$ cat src/rtl/ika9958_pkg.sv
// Shared types and constants for the IKA9958 VRAM slot scheduler.
package ika9958_pkg;

  localparam int unsigned SLOT_W    = 3;
  localparam int unsigned STARVE_W  = 3;
  localparam int unsigned OWNER_N   = 4;
  localparam int unsigned REF_ROW_W = 8;

  // Bit n set means display owns slot n while the fetch window is active.
  localparam logic [7:0] DISP_SLOT_MASK = 8'b1110_1110;

  typedef enum logic [1:0] {
    OWN_REF  = 2'd0,
    OWN_DISP = 2'd1,
    OWN_CPU  = 2'd2,
    OWN_CMD  = 2'd3
  } owner_e;

  typedef logic [SLOT_W-1:0] slot_t;

  function automatic logic [OWNER_N-1:0] owner_onehot(input owner_e o);
    return OWNER_N'(4'b0001 << o);
  endfunction

endpackage

$ cat src/rtl/ika9958_vram_freeslot_pick.sv
// Free-slot arbitration between CPU and command engine, with the
// command-engine starvation counter update.
module ika9958_vram_freeslot_pick
  import ika9958_pkg::*;
#(
  parameter int unsigned STARVE_MAX = 2
) (
  input  logic                free,
  input  logic                cpu_req,
  input  logic                cmd_req,
  input  logic [STARVE_W-1:0] starve,
  output logic                cpu_win_c,
  output logic                cmd_win_c,
  output logic [STARVE_W-1:0] starve_nxt_c
);

  logic starved_c;

  always_comb begin
    cpu_win_c    = 1'b0;
    cmd_win_c    = 1'b0;
    starve_nxt_c = starve;
    starved_c    = (starve >= STARVE_W'(STARVE_MAX));
    if (free) begin
      if (cpu_req && cmd_req) begin
        if (starved_c) begin
          cmd_win_c    = 1'b1;
          starve_nxt_c = '0;
        end else begin
          cpu_win_c    = 1'b1;
          // Saturate so a long CPU burst cannot wrap the counter back to 0.
          starve_nxt_c = (starve == '1) ? starve : starve + STARVE_W'(1);
        end
      end else if (cpu_req) begin
        cpu_win_c = 1'b1;
      end else if (cmd_req) begin
        cmd_win_c    = 1'b1;
        starve_nxt_c = '0;
      end
    end
  end

endmodule

$ cat src/rtl/ika9958_vram_slot_arb.sv
// VRAM access-slot scheduler: 8-slot window, fixed refresh/display slots,
// CPU/CMD arbitration of free slots. Refresh is enabled by IKA9958_VRAM_REFRESH_EN.
module ika9958_vram_slot_arb
  import ika9958_pkg::*;
#(
  parameter int unsigned STARVE_MAX = 2
) (
  input  logic                 i_phiA,
  input  logic                 i_RST_n,
  input  logic                 i_phiA_NCEN,
  input  logic                 i_phiL_PCEN,
  input  logic                 i_phiL_NCEN,
  input  logic                 i_DISP_ACT,
  input  logic                 i_CPU_REQ,
  input  logic                 i_CMD_REQ,
  output logic [OWNER_N-1:0]   o_GNT,
  output logic [OWNER_N-1:0]   o_ACK,
  output logic [SLOT_W-1:0]    o_SLOT,
  output logic [REF_ROW_W-1:0] o_REF_ROW
);

  slot_t                slot_q;
  slot_t                slot_nxt_c;
  logic [STARVE_W-1:0]  starve_q;
  logic [STARVE_W-1:0]  starve_nxt_c;
  logic [OWNER_N-1:0]   gnt_q;
  logic [OWNER_N-1:0]   ack_q;
  logic [OWNER_N-1:0]   gnt_nxt_c;
  logic                 ref_slot_c;
  logic                 disp_slot_c;
  logic                 free_c;
  logic                 cpu_win_c;
  logic                 cmd_win_c;

  // Ownership decode for the slot about to start.
  always_comb begin
    slot_nxt_c  = slot_q + SLOT_W'(1);
    disp_slot_c = i_DISP_ACT && DISP_SLOT_MASK[slot_nxt_c];
`ifdef IKA9958_VRAM_REFRESH_EN
    ref_slot_c  = (slot_nxt_c == SLOT_W'(0));
`else
    ref_slot_c  = 1'b0;
`endif
    free_c      = !ref_slot_c && !disp_slot_c;
  end

  ika9958_vram_freeslot_pick #(
    .STARVE_MAX (STARVE_MAX)
  ) u_pick (
    .free         (free_c),
    .cpu_req      (i_CPU_REQ),
    .cmd_req      (i_CMD_REQ),
    .starve       (starve_q),
    .cpu_win_c    (cpu_win_c),
    .cmd_win_c    (cmd_win_c),
    .starve_nxt_c (starve_nxt_c)
  );

  always_comb begin
    gnt_nxt_c = '0;
    if (ref_slot_c) begin
      gnt_nxt_c = owner_onehot(OWN_REF);
    end else if (disp_slot_c) begin
      gnt_nxt_c = owner_onehot(OWN_DISP);
    end else if (cpu_win_c) begin
      gnt_nxt_c = owner_onehot(OWN_CPU);
    end else if (cmd_win_c) begin
      gnt_nxt_c = owner_onehot(OWN_CMD);
    end
  end

  // Slot start loads the new grant; slot end echoes it as a one-tick ack.
  always_ff @(posedge i_phiA or negedge i_RST_n) begin
    if (!i_RST_n) begin
      slot_q   <= SLOT_W'(7);
      gnt_q    <= '0;
      ack_q    <= '0;
      starve_q <= '0;
    end else if (i_phiA_NCEN) begin
      if (i_phiL_PCEN) begin
        slot_q   <= slot_nxt_c;
        gnt_q    <= gnt_nxt_c;
        starve_q <= starve_nxt_c;
        ack_q    <= '0;
      end else if (i_phiL_NCEN) begin
        ack_q <= gnt_q;
      end else begin
        ack_q <= '0;
      end
    end
  end

  assign o_SLOT = slot_q;
  assign o_GNT  = gnt_q;
  assign o_ACK  = ack_q;

`ifdef IKA9958_VRAM_REFRESH_EN
  logic [REF_ROW_W-1:0] ref_row_q;

  always_ff @(posedge i_phiA or negedge i_RST_n) begin
    if (!i_RST_n) begin
      ref_row_q <= '0;
    end else if (i_phiA_NCEN && !i_phiL_PCEN && i_phiL_NCEN && gnt_q[OWN_REF]) begin
      ref_row_q <= ref_row_q + REF_ROW_W'(1);
    end
  end

  assign o_REF_ROW = ref_row_q;
`else
  assign o_REF_ROW = '0;
`endif

endmodule

$ cat config.mk
export PLATFORM = sky130hd
export DESIGN_NAME = ika9958_vram_slot_arb
export DESIGN_NICKNAME = d
export VERILOG_FILES = /design/src/rtl/ika9958_pkg.sv /design/src/rtl/ika9958_vram_freeslot_pick.sv /design/src/rtl/ika9958_vram_slot_arb.sv
export SDC_FILE = /design/constraint.sdc
export NUM_CORES = 1
export LEC_CHECK = 0
export CAP_MARGIN = 10
export CORE_AREA = 2 2 39 41
export DETAILED_ROUTE_END_ITERATION = 16
export DIE_AREA = 0 0 41 43
export DONT_BUFFER_PORTS = 1
export PLACE_DENSITY = 0.76
export SLEW_MARGIN = 20
export SYNTH_ARGS = -nofsm -noshare
export SYNTH_HDL_FRONTEND = slang
export SYNTH_SLANG_ARGS = --single-unit
export TNS_END_PERCENT = 100
$ cat constraint.sdc
create_clock -name i_phiA -period 3.25 [get_ports i_phiA]
set_input_delay 0.65 -clock i_phiA [delete_from_list [all_inputs] [get_ports i_phiA]]
set_output_delay 0.65 -clock i_phiA [all_outputs]
set_load 0.02 [all_outputs]
======== Yosys cells after proc, flatten, opt, wreduce, memory -nomap -nowiden ========
Memory sizes are Yosys's and may differ from the RTL's.
Cells that the tools add are included.
storage, ports and cells
  flip-flop bits (word level) ............. 14
  memory bits (read-only) ................. 8
  bits of input ports ..................... 8
  output and inout port bits .............. 19
  word-level logic and storage cells ...... 38
  memories ................................ 1
cells by class
  $add $sub $neg .......................... 2
  order comparisons ....................... 2
  equality and inequality tests ........... 3
  multiplexer cells ....................... 20
  bitwise logic cells ..................... 1
  reduce and logical (&&, ||, !) cells .... 5
memory list
  memory           depth  width  read ports  clocked after memory_dff  write ports  line                         RTL
  (no name shown)  8      1      1           0                         0            ika9958_vram_slot_arb.sv:38  disp_slot_c = i_DISP_ACT && DISP_SLOT_MASK[slot_nxt_c];
operator list
  operator                                                                 number
  4-bit 2-to-1 mux                                                         5
  3-bit 2-to-1 mux                                                         5
  1-bit 2-to-1 mux                                                         10
  3-bit by 1-bit adder with 3-bit output, second input constant            2
  6-bit AND reduction                                                      1
  3-bit by 4-bit < comparator with 1-bit output, second input constant     1
  3-bit == test, second input constant                                     1
  3-bit by 2-bit >= comparator with 1-bit output, second input constant    1
  3-bit by 2-bit inequality test with 1-bit output, second input constant  1
  1-bit logical AND                                                        2
  2-bit by 1-bit inequality test with 1-bit output, second input constant  1
  2-bit AND reduction                                                      1
  2-bit nonzero test                                                       1
  1-bit inverter                                                           1

======== Longest topological paths before layout ========
  depth after elaboration ................. 8
  gate-level depth with buffers ........... 5
  mapped depth without buffers ............ 5

======== Modules after synthesis ========
A second synthesis with hierarchy kept.
second synthesis, totals
  cells, all modules ...................... 66
  area total of the unflattened synthesis .. 726.9 um^2
by module, submodules not included
  module                      times used  cells each  area an instance (um^2)  seq. area each (um^2)
  ika9958_vram_slot_arb       1           51          608.1                    304.0
  ika9958_vram_freeslot_pick  1           15          118.9                    0.0

======== Worst setup path after synthesis ========
Ideal clock, no wire load.
  kind .................................... reg2reg
  start ................................... register slot_q[0] (netlist: o_SLOT[0])
  end ..................................... register starve_q[0]
  arrival time ............................ 1.324 ns
  setup slack ............................. 1.805 ns
  cell stages (with the launch flop) ...... 5
  clock period less this slack ............ 1.445 ns
  cells stage by stage .................... dfstp_2 > ha_1 > and2b_4 > nand3b_4 > a22o_1
on the way
  longest elaborated chain between the ends .. 6
ends and longest elaborated chain
  item                                    line                         RTL
  start, declared                         ika9958_vram_slot_arb.sv:22  slot_t slot_q;
  start signal, assigned                  ika9958_vram_slot_arb.sv:81  slot_q <= slot_nxt_c;
  3-bit by 1-bit adder with 3-bit output  ika9958_vram_slot_arb.sv:37  slot_nxt_c = slot_q + SLOT_W'(1);
  memory read 8 x 1 bit                   n/a
  1-bit 2-to-1 mux (implied by the code)  ika9958_vram_slot_arb.sv:38
  1-bit logical AND                       ika9958_vram_slot_arb.sv:38
  1-bit inverter (no source line)         n/a
  6-bit AND reduction (no source line)    n/a
  end signal, assigned                    ika9958_vram_slot_arb.sv:83  starve_q <= starve_nxt_c;
  end, declared                           ika9958_vram_slot_arb.sv:24  logic [STARVE_W-1:0] starve_q;
No other way between the ends. The select of a mux whose other input is x is not followed.
A chain may end at the register's enable or synchronous reset.

======== Worst setup path after layout ========
  start ................................... register slot_q[0] (netlist: o_SLOT[0])
  end ..................................... output o_SLOT[0]
RTL lines
  item           line                         RTL
  end, declared  ika9958_vram_slot_arb.sv:18  output logic [SLOT_W-1:0] o_SLOT,
No word-level cell between the ends.

==> results.ini <==
[placed_design]
dp.cells = 80
io_buffers = 0
placed_area_um2 = 661
place_congestion = 0.828
dp_hpwl_um = 811

[synth]
yosysSeqAreaShare_pct = 43.9
syn_area_um2 = 693
ys_warn_count = 0
synth_cells = 66
ys_ff_latch = 12
synth_cell_types = 25
avgSynthCellArea_um2 = 10.5

[timing]
final-max-slew-violation-count = 0
hold_viol = 0
setup_violations = 0
skew_ns = 0.00102
final.setup.tns_ns = 0
period_needed_ns = 1.54
clock.fmax_ghz = 0.648
period_share_pct = 47.5
timing.hold.ws_ns = 0.0573
rsz0062_at_grt = false

[power]
p_int_mw = 0.340
swShare_pct = 35.7
ir_worst_vdd_mv = 0.434
combPwrFrac_pct = 23.9
power_frac_seq_pct = 53.4
power_switching_mw = 0.189
total_leakage_power_nw = 0.362
pwr_density_cell_nw_per_um2 = 760
clkPwrFrac_pct = 22.7

[grt]
antenna_found_initial = 0
grt_pass1_vias = 385
grt_max_degree = 13
grtUsageTotal_pct = 14.6
gr-total-overflow = 0
grt_pass1_wl_mm = 1.61

[clocking]
post_cts_buffers = 0
ctsHoldBuffers = 0
numCtsBuffers = 3
clk_latency_ns = 0.28
cts_root_buf = clkbuf_4
cts_sinks = 12
cts_tree = yes
cts_resized = 0
htree_num_levels = 1
clk_pin_slew_worst_paths_ns = 0.07
clockBufferDepth = 2

[die]
die_y_um = 43
core.rowCount = 14
num_io_pins = 27
initial_core_util_pct = 50.1
core_area_um2 = 1380
die_area_um2 = 1760
dieWidth_um = 41

[cells_and_area]
drive_above_1_share_pct = 22.1
final_area_um2 = 697
fill_cells = 142
syn2layout_area_growth_pct = 0.541
fin_nets = 81
stdcell_count = 84
antennaDiodeCount = 0

[detailed_routing]
detail_route.vias_per_cell = 4.99
drc = 0
firstDrtPassIters = 4
wl_mm = 1.00
vias = 419
drtIter0Drc = 3
drtAntennaViolNets = 0
wl_per_cell_um = 11.9

[worst_hold_path]
hold_class = input pin to async pin

[critical_path]
critical_path.endpoint_type = output port
cp_max_fo = 3
start_kind = register
required_ns = 2.60
worst-r2r-cell-count = 4
r2r_slack_ns = 1.75
worstPathArrival_ns = 0.89
critical_path_depth = 0
worst-setup-path-type = register to output port

[status]
outcome = finished clean

[flow_run]
drv_cap = 0

## routing by layer
metal	vias to the layer above	wire (µm)	GRT usage, %
met3	4	85	6.81
met5	-	0	0
li1	204	-	-
met1	194	397	17.4
met2	17	485	19.1
met4	0	32	12.0
## cells in the final DEF, fill, tap and decap left out, drive strengths merged, types with 2 or more instances in the layout
master,synthesis,layout
nand2b,2,2
o22ai,3,3
dfstp,3,3
conb,1,10
ha,4,4
dfrtp,9,9
nand2,10,10
a32o,3,3
inv,5,5
nor3,2,2
clkbuf,0,4
nor2,3,3
xnor2,2,2
## Yosys cell counts
| master | count | area share (%) |
|---|---|---|
| buf_4 | 10 | 11 |
| nand2_4 | 1 | 1.6 |
| a22o_1 | 1 | 1.3 |
| nand2_1 | 9 | 4.9 |
| conb_1 | 1 | 0.54 |
| nor2_1 | 3 | 1.6 |
| and3_1 | 1 | 0.90 |
| o31ai_2 | 1 | 1.8 |
| ha_1 | 4 | 7.2 |
| a32o_2 | 2 | 3.2 |
| o21ai_0 | 1 | 0.72 |
| nand3b_4 | 1 | 2.9 |
| a32o_1 | 1 | 1.4 |
| nor3_1 | 1 | 0.72 |
| nand2b_1 | 2 | 1.8 |
| and2_4 | 1 | 1.3 |
| dfrtp_1 | 9 | 32 |
| xnor2_1 | 2 | 2.5 |
| buf_6 | 1 | 1.6 |
| nor3_2 | 1 | 1.4 |
| dfstp_2 | 3 | 11 |
| inv_1 | 5 | 2.7 |
| o22ai_1 | 3 | 2.7 |
| or2_1 | 1 | 0.90 |
| and2b_4 | 1 | 1.4 |
## final timing paths
kind | from | to
hold reg to reg | o_SLOT[1] | o_SLOT[1]
setup / recovery | o_SLOT[0] | o_SLOT[0]
hold / removal | i_RST_n | starve_q[2]
min in group i_phiA | i_phiA_NCEN | o_ACK[1]
max in group asynchronous | i_RST_n | o_SLOT[2]
setup reg to reg | o_SLOT[0] | starve_q[0]
## state kept, by name (all words and copies together), names as in the netlist
signal,flops
o_ACK,3
starve_q,3
o_SLOT,3
o_GNT,3
## cell type report
class	count	area, µm²	share of cell area, %
well taps	16	20.0	2.87
multi-input cells	47	318	45.6
flip-flops and latches	12	304	43.6
clock buffers	4	36.3	5.21
inverters	5	18.8	2.69
## stage by stage
stage / util, % / setup slack (ns) / total power, mW
final: 50.4 / 1.71 / 0.530
after global routing: 50.4 / 1.67 / 0.567
after CTS: 50.4 / 1.70 / 0.536
after detailed placement: 47.7 / 1.75 / 0.415
after global placement: 47.7 / 1.78 / 0.409
after floorplan: - / 1.80 / 0.402
## power by group through the flow
stage / Sequential (mW) / Clock (mW) / Combinational (mW)
after floorplan: 0.277 / 0 / 0.125
after global placement: 0.286 / 0 / 0.123
after detailed placement: 0.286 / 0 / 0.129
after CTS: 0.284 / 0.123 / 0.129
after global routing: 0.290 / 0.132 / 0.145
final: 0.283 / 0.120 / 0.127
## kinds of logic (layout without fill, tap and decap cells)
family	Yosys count	count (layout)	synth area share, %
flip-flops	12	12	43.9
buffers and inverters	16	9	15.2
AND/OR/NAND/NOR	22	22	19.5
other	1	10	0.541
adder cells (fa/ha/maj)	4	4	7.22
AO/OA/AOI/OAI	9	9	11.2
XOR/XNOR	2	2	2.53
Note: power is estimated with default switching activity, not from simulation.
